<file path="config.mk">
export PLATFORM = sky130hd
export DESIGN_NAME = imem_loader
export DESIGN_NICKNAME = d
export VERILOG_FILES = /design/src/rtl/imem_loader_pkg.sv /design/src/rtl/imem_loader.sv
export SDC_FILE = /design/constraint.sdc
export NUM_CORES = 1
export LEC_CHECK = 0
export CAP_MARGIN = 20
export CORE_MARGIN = 1
export CORE_UTILIZATION = 49
export DETAILED_ROUTE_END_ITERATION = 7
export GPL_TIMING_DRIVEN = 1
export PLACE_DENSITY_LB_ADDON = 0.08
export SYNTH_ARGS = -nofsm -noshare
export SYNTH_HDL_FRONTEND = slang
export SYNTH_SLANG_ARGS = --single-unit
</file>
<file path="constraint.sdc">
create_clock -name clk -period 1.9 [get_ports clk]
set_input_delay 0.19 -clock clk [delete_from_list [all_inputs] [get_ports clk]]
set_output_delay 0.19 -clock clk [all_outputs]
set_load 0.05 [all_outputs]
</file>
<file path="src/rtl/imem_loader_pkg.sv">
// Shared definitions for the instruction-memory boot loader.
// Package imem_pkg: memory geometry shared with the instruction memory,
// the loader state encoding and the program-length check.
// Optional feature macro: IMEM_LOADER_CHECKSUM_EN (adds the CHECK state).
package imem_pkg;

  // Instruction memory geometry, shared with the read-side ROM path.
  localparam int IMEM_DEPTH = 16;
  localparam int IMEM_AW    = 4;

  // Largest program length the count byte may announce.
  localparam logic [7:0] MAX_COUNT = 8'(IMEM_DEPTH);

  // Loader states; CHECK exists only when the trailing checksum is enabled.
  typedef enum logic [2:0] {
    ST_IDLE  = 3'd0,
    ST_COUNT = 3'd1,
    ST_HI    = 3'd2,
    ST_LO    = 3'd3,
    ST_WRITE = 3'd4,
    ST_DONE  = 3'd5,
    ST_ERR   = 3'd6
`ifdef IMEM_LOADER_CHECKSUM_EN
    , ST_CHECK = 3'd7
`endif
  } loader_state_t;

  // A program length is usable when it is non-zero and fits in memory.
  function automatic logic count_is_valid(input logic [7:0] n, input logic [7:0] max_n);
    return (n != 8'd0) && (n <= max_n);
  endfunction

endpackage

</file>
<file path="src/rtl/imem_loader.sv">
// Boot-time instruction memory writer.
// Receives a byte stream (count byte, then high/low byte pairs) over a
// valid/ready handshake and writes one 16-bit word per pair into the
// instruction memory, holding the CPU until the whole program is in place.
// Optional feature macro: IMEM_LOADER_CHECKSUM_EN -- when defined, a trailing
// byte must equal the XOR of all data bytes before the load counts as done.
module imem_loader
  import imem_pkg::*;
#(
  parameter int DEPTH = IMEM_DEPTH,
  parameter int AW    = IMEM_AW
) (
  input  logic          clk,
  input  logic          reset_n,
  input  logic          start,
  input  logic [7:0]    rx_data,
  input  logic          rx_valid,
  output logic          rx_ready,
  output logic          wr_en,
  output logic [AW-1:0] wr_addr,
  output logic [15:0]   wr_data,
  output logic          cpu_hold,
  output logic          done,
  output logic          error,
  output logic [AW:0]   words_loaded
);

  localparam logic [7:0] DEPTH_B = 8'(DEPTH);
  localparam logic [AW:0] DEPTH_W = (AW+1)'(DEPTH);
  localparam logic [AW:0] ONE_W = (AW+1)'(1);

  loader_state_t state_r;
  loader_state_t state_nxt_s;

  logic [AW:0]   count_r;
  logic [AW:0]   count_nxt_s;
  logic [AW:0]   words_r;
  logic [AW:0]   words_nxt_s;
  logic [AW:0]   words_inc_s;
  logic [AW-1:0] addr_r;
  logic [AW-1:0] addr_nxt_s;
  logic [15:0]   data_r;
  logic [15:0]   data_nxt_s;

  logic rx_ready_r;
  logic wr_en_r;
  logic cpu_hold_r;
  logic done_r;
  logic error_r;
  logic accept_s;

`ifdef IMEM_LOADER_CHECKSUM_EN
  logic [7:0] csum_r;
  logic [7:0] csum_nxt_s;
`endif

  // A byte moves only when the loader has advertised ready.
  assign accept_s = rx_valid & rx_ready_r;

  // Saturating word counter value used when leaving WRITE.
  assign words_inc_s = (words_r < DEPTH_W) ? (words_r + ONE_W) : words_r;

  // Next-state and datapath update for the loader FSM.
  always_comb begin
    state_nxt_s = state_r;
    count_nxt_s = count_r;
    words_nxt_s = words_r;
    addr_nxt_s  = addr_r;
    data_nxt_s  = data_r;
`ifdef IMEM_LOADER_CHECKSUM_EN
    csum_nxt_s  = csum_r;
`endif
    case (state_r)
      ST_IDLE, ST_DONE, ST_ERR: begin
        if (start) begin
          state_nxt_s = ST_COUNT;
          words_nxt_s = '0;
`ifdef IMEM_LOADER_CHECKSUM_EN
          csum_nxt_s  = 8'h00;
`endif
        end else begin
          state_nxt_s = state_r;
        end
      end
      ST_COUNT: begin
        if (accept_s) begin
          if (count_is_valid(rx_data, DEPTH_B)) begin
            count_nxt_s = rx_data[AW:0];
            state_nxt_s = ST_HI;
          end else begin
            state_nxt_s = ST_ERR;
          end
        end else begin
          state_nxt_s = ST_COUNT;
        end
      end
      ST_HI: begin
        if (accept_s) begin
          data_nxt_s[15:8] = rx_data;
`ifdef IMEM_LOADER_CHECKSUM_EN
          csum_nxt_s = csum_r ^ rx_data;
`endif
          state_nxt_s = ST_LO;
        end else begin
          state_nxt_s = ST_HI;
        end
      end
      ST_LO: begin
        if (accept_s) begin
          data_nxt_s[7:0] = rx_data;
`ifdef IMEM_LOADER_CHECKSUM_EN
          csum_nxt_s = csum_r ^ rx_data;
`endif
          // The write address is the number of words already committed.
          addr_nxt_s  = words_r[AW-1:0];
          state_nxt_s = ST_WRITE;
        end else begin
          state_nxt_s = ST_LO;
        end
      end
      ST_WRITE: begin
        words_nxt_s = words_inc_s;
        if (words_inc_s == count_r) begin
`ifdef IMEM_LOADER_CHECKSUM_EN
          state_nxt_s = ST_CHECK;
`else
          state_nxt_s = ST_DONE;
`endif
        end else begin
          state_nxt_s = ST_HI;
        end
      end
`ifdef IMEM_LOADER_CHECKSUM_EN
      ST_CHECK: begin
        if (accept_s) begin
          if (rx_data == csum_r) begin
            state_nxt_s = ST_DONE;
          end else begin
            state_nxt_s = ST_ERR;
          end
        end else begin
          state_nxt_s = ST_CHECK;
        end
      end
`endif
      default: begin
        state_nxt_s = ST_IDLE;
      end
    endcase
  end

  // State, datapath and registered outputs; outputs decode the next state
  // so they are valid in the same cycle the FSM sits in that state.
  always_ff @(posedge clk) begin
    if (!reset_n) begin
      state_r    <= ST_IDLE;
      count_r    <= '0;
      words_r    <= '0;
      addr_r     <= '0;
      data_r     <= 16'h0000;
      rx_ready_r <= 1'b0;
      wr_en_r    <= 1'b0;
      cpu_hold_r <= 1'b1;
      done_r     <= 1'b0;
      error_r    <= 1'b0;
`ifdef IMEM_LOADER_CHECKSUM_EN
      csum_r     <= 8'h00;
`endif
    end else begin
      state_r    <= state_nxt_s;
      count_r    <= count_nxt_s;
      words_r    <= words_nxt_s;
      addr_r     <= addr_nxt_s;
      data_r     <= data_nxt_s;
`ifdef IMEM_LOADER_CHECKSUM_EN
      csum_r     <= csum_nxt_s;
      rx_ready_r <= (state_nxt_s == ST_COUNT) || (state_nxt_s == ST_HI) ||
                    (state_nxt_s == ST_LO) || (state_nxt_s == ST_CHECK);
`else
      rx_ready_r <= (state_nxt_s == ST_COUNT) || (state_nxt_s == ST_HI) ||
                    (state_nxt_s == ST_LO);
`endif
      wr_en_r    <= (state_nxt_s == ST_WRITE);
      cpu_hold_r <= (state_nxt_s != ST_DONE);
      done_r     <= (state_nxt_s == ST_DONE);
      error_r    <= (state_nxt_s == ST_ERR);
    end
  end

  assign rx_ready     = rx_ready_r;
  assign wr_en        = wr_en_r;
  assign wr_addr      = addr_r;
  assign wr_data      = data_r;
  assign cpu_hold     = cpu_hold_r;
  assign done         = done_r;
  assign error        = error_r;
  assign words_loaded = words_r;

endmodule
</file>
==> flow_metrics.env <==
export IMPL_outcome="finished clean"
export IMPL_setup_viol_count_final=0
export IMPL_root_buffer="clkbuf_4"
export IMPL_max_freq_mhz=541
export IMPL_reg2reg_slack_ns=0.23
export IMPL_synth_flop_cell="dfxtp_1"
export IMPL_crit_required_ns=1.71
export IMPL_start_util_pct=51.8
export IMPL_die_area_mm2=0.00382
export IMPL_synth_top_family_by_area="simple AND/OR/NAND/NOR gates"
export IMPL_worstMarginPinSlew_ns=0.592
export IMPL_netSwitchingFraction_pct=26.5
export IMPL_dp_cells=289
export IMPL_cts_resized=0
export IMPL_fin_ws_ns=0.0513
export IMPL_h_tree_depth=2
export IMPL_timing_rr_end="done"
export IMPL_relSlewSlack_pct=60.5
export IMPL_first_pass_iters=4
export IMPL_path_clk_slew_ns=0.12
export IMPL_power_net_switching_mw=0.384
export IMPL_place_area_mm2=0.00227
export IMPL_min_from="rx_data[6]"
export IMPL_ios=42
export IMPL_grt_start_max_net_pins=18
export IMPL_maxSlewViolCount=0
export IMPL_synth_top_area_share_pct=43.4
export IMPL_min_delay_path_class="in -> reg"
export IMPL_clk_latency_ns=0.35
export IMPL_rsz0062_at_grt="false"
export IMPL_syn_to_final_growth_pct=32.8
export IMPL_via_per_inst=5.69
export IMPL_drive_gt1_share_pct=13.1
export IMPL_max_stage_delay_ns=0.81
export IMPL_pwr_share_seq_pct=56.7
export IMPL_ys_warn_count=0
export IMPL_die_y_um=61.8
export IMPL_arrival_ns=1.66
export IMPL_cts_setup_buffers=0
export IMPL_power_density_mw_per_mm2=620
export IMPL_wire_per_inst_um=14.4
export IMPL_grt_use_total_pct=24.1
export IMPL_fp_dieW_um=61.8
export IMPL_crit_buf_inv=2
export IMPL_core_mm2=0.00339
export IMPL_synth_edf_count=0
export IMPL_endpoint="words_loaded[0]"
export IMPL_path_cells="buf_4, clkdlybuf4s50_1"
export IMPL_first_global_vias=1503
export IMPL_nNetsFinal=263
export IMPL_gp_congestion=0.834
export IMPL_syn_cell_area_mm2=0.00175
export IMPL_intPower_mw=1.06
export IMPL_ir_drop_uv=607
export IMPL_antenna_found_initial=0
export IMPL_dp_hpwl_mm=3.11
export IMPL_cp_top_family="buffers and inverters"
export IMPL_hold_buffers=0
export IMPL_p_leak_nw=0.906
export IMPL_hold_viol_final=0
export IMPL_crit_path_end_kind="primary output"
export IMPL_grt_ovfl_total=0
export IMPL_ys_seq_elements=38
export IMPL_syn_nets=213
export IMPL_async_flop_share_pct=0
export IMPL_finalNonFillerCells=297
export IMPL_synthAdderAreaFrac_pct=0.713
export IMPL_clkPwrFrac_pct=30.8
export IMPL_cts_buffers_inserted=5
export IMPL_synthTopCellsByArea="dfxtp_1 (43%), mux2i_1 (6.8%), a21oi_1 (5.1%), o21ai_0 (5.1%), nand2_1 (4.5%)"
export IMPL_synthSimpleGateAreaFrac_pct=22.3
export IMPL_io_buffers=41
export IMPL_finalCritPeriodShare_pct=97.3
export IMPL_clock_sinks=38
export IMPL_power_frac_comb_pct=12.5
export IMPL_finClkSkew_ns=0.00532
export IMPL_maxCapViolCount=0
export IMPL_postLayoutCellArea_mm2=0.00233
export IMPL_cts_tree="built"
export IMPL_r2r_start="words_loaded[0]"
export IMPL_n_antenna_cell=0
export IMPL_setup_tns_ns=0
export IMPL_cp_max_fo=6
export IMPL_dpl_worst_slack_ns=0.0975
export IMPL_synth_xor_xnor_area_share_pct=3.50
export IMPL_final_util_pct=68.7
export IMPL_grt_pass1_wl_mm=6.67
export IMPL_rr_worst_depth=6
export IMPL_period_minus_slack_ns=1.85
export IMPL_syn_avg_cell_area_um2=8.77
export IMPL_start_kind="register"
export IMPL_slowest_stage="clkdlybuf4s50_1"
export IMPL_drt_iter0_drc=95
export IMPL_fillCellCount=270
export IMPL_syn_inst=200
export IMPL_clockBufferDepth=2
export IMPL_yosysTopAreaCell="dfxtp_1"
export IMPL_via_count=1689
export IMPL_route_detailed_drc=0
export IMPL_synth_compound_area_share_pct=18.7
export IMPL_postRouteAntennaNets=0
export IMPL_crit_type="reg -> out"
export IMPL_path_depth=2
export IMPL_wl_mm=4.27
export IMPL_rows=21
export IMPL_synthMuxAreaShare_pct=7.63
export IMPL_ys_seq_area_share_pct=43.4
export IMPL_crit_start="words_loaded[0]"
export IMPL_synth_distinct_cells=48
[cells in the mapped netlist, types with 2 or more instances]
| master | number |
|---|---|
| nor3_1 | 3 |
| or3_1 | 2 |
| a31oi_1 | 4 |
| o22ai_1 | 2 |
| clkbuf_1 | 8 |
| buf_4 | 2 |
| nand4b_1 | 2 |
| dfxtp_1 | 38 |
| nand3_1 | 4 |
| xnor2_1 | 4 |
| mux2i_1 | 12 |
| o21ai_0 | 18 |
| nand4bb_1 | 2 |
| a21oi_1 | 18 |
| buf_2 | 3 |
| nor2_1 | 21 |
| nand2b_1 | 4 |
| nand2_1 | 21 |
| xor2_1 | 3 |
[power by group through the flow]
stage                     logic (mW)  clock network (mW)  registers [mW]
final                          0.181               0.445           0.819
after global routing           0.194               0.491           0.821
after CTS                      0.180               0.459           0.819
after detailed placement       0.179                   0           0.837
after global placement         0.175                   0           0.836
after floorplan               0.0815                   0           0.852
[placed cells by master, fill, tap and decap left out, types with 3 or more instances in the layout]
cell type | synthesis | layout
nand3_1 | 4 | 4
nand2b_1 | 4 | 4
nor3_1 | 3 | 3
xor2_1 | 3 | 3
buf_4 | 2 | 17
nand2_1 | 21 | 21
clkbuf_4 | 0 | 5
o21ai_0 | 18 | 18
clkdlybuf4s50_1 | 0 | 39
dfxtp_1 | 38 | 38
mux2i_1 | 12 | 12
nor2_1 | 21 | 21
a21oi_1 | 18 | 18
a31oi_1 | 4 | 4
xnor2_1 | 4 | 4
[cell families after synthesis]
logic type,Yosys count
adder cells (fa/ha/maj),1
AND/OR/NAND/NOR,71
XOR/XNOR,7
AO/OA/AOI/OAI,55
buffers and inverters,15
multiplexers,13
flip-flops,38
[flip-flops by register name, indices dropped and copies added (netlist names)]
| name | cells |
|---|---|
| count_r | 5 |
| cpu_hold | 1 |
| done | 1 |
| error | 1 |
| rx_ready | 1 |
| state_r | 3 |
| words_loaded | 5 |
| wr_addr | 4 |
| wr_data | 16 |
| wr_en | 1 |
[worst reg2reg max path, delay by kind of cell (launching register included)]
kind | cells | cell delay (ns)
fa+ha+maj | 1 | 0.25
compound gates | 3 | 0.48
flops | 1 | 0.33
simple gates | 2 | 0.57
[stage by stage]
| step | power [mW] | hold slack, ns |
|---|---|---|
| after floorplan | 0.934 | 0.326 |
| after global routing | 1.51 | 0.469 |
| after CTS | 1.46 | 0.472 |
| final | 1.45 | 0.477 |
| after global placement | 1.01 | 0.466 |
| after detailed placement | 1.02 | 0.467 |
[metal layers]
| layer | part of all wire, % | vias up | global-route usage [%] | wire length [um] |
|---|---|---|---|---|
| met5 | 0 | - | 0 | 0 |
| met4 | 2.9 | 0 | 11.1 | 126 |
| met3 | 5.1 | 14 | 6.42 | 220 |
| met2 | 48 | 59 | 40.1 | 2050 |
| met1 | 44 | 805 | 29.2 | 1880 |
| li1 | - | 811 | - | - |
[final cells by class]
class	count	area (um2)	share of cell area, %
clock buffers	7	55.1	2.36
clock inverters	1	5.00	0.215
inverters	2	7.51	0.322
multi-input cells	147	926	39.7
flip-flops and latches	38	761	32.7
well taps	46	57.6	2.47
repair buffers	56	518	22.2
[worst min path at each step]
stage,endpoint,slack (ns),depth (start not counted)
2_1_floorplan,count_r[0],0.33,2
3_3_place_gp,wr_data[15],0.47,2
3_5_place_dp,wr_data[14],0.47,2
4_1_cts,wr_data[14],0.47,3
5_1_grt,wr_data[14],0.47,3
6_report,wr_data[14],0.48,3
Power figures use the tool's default switching activity.
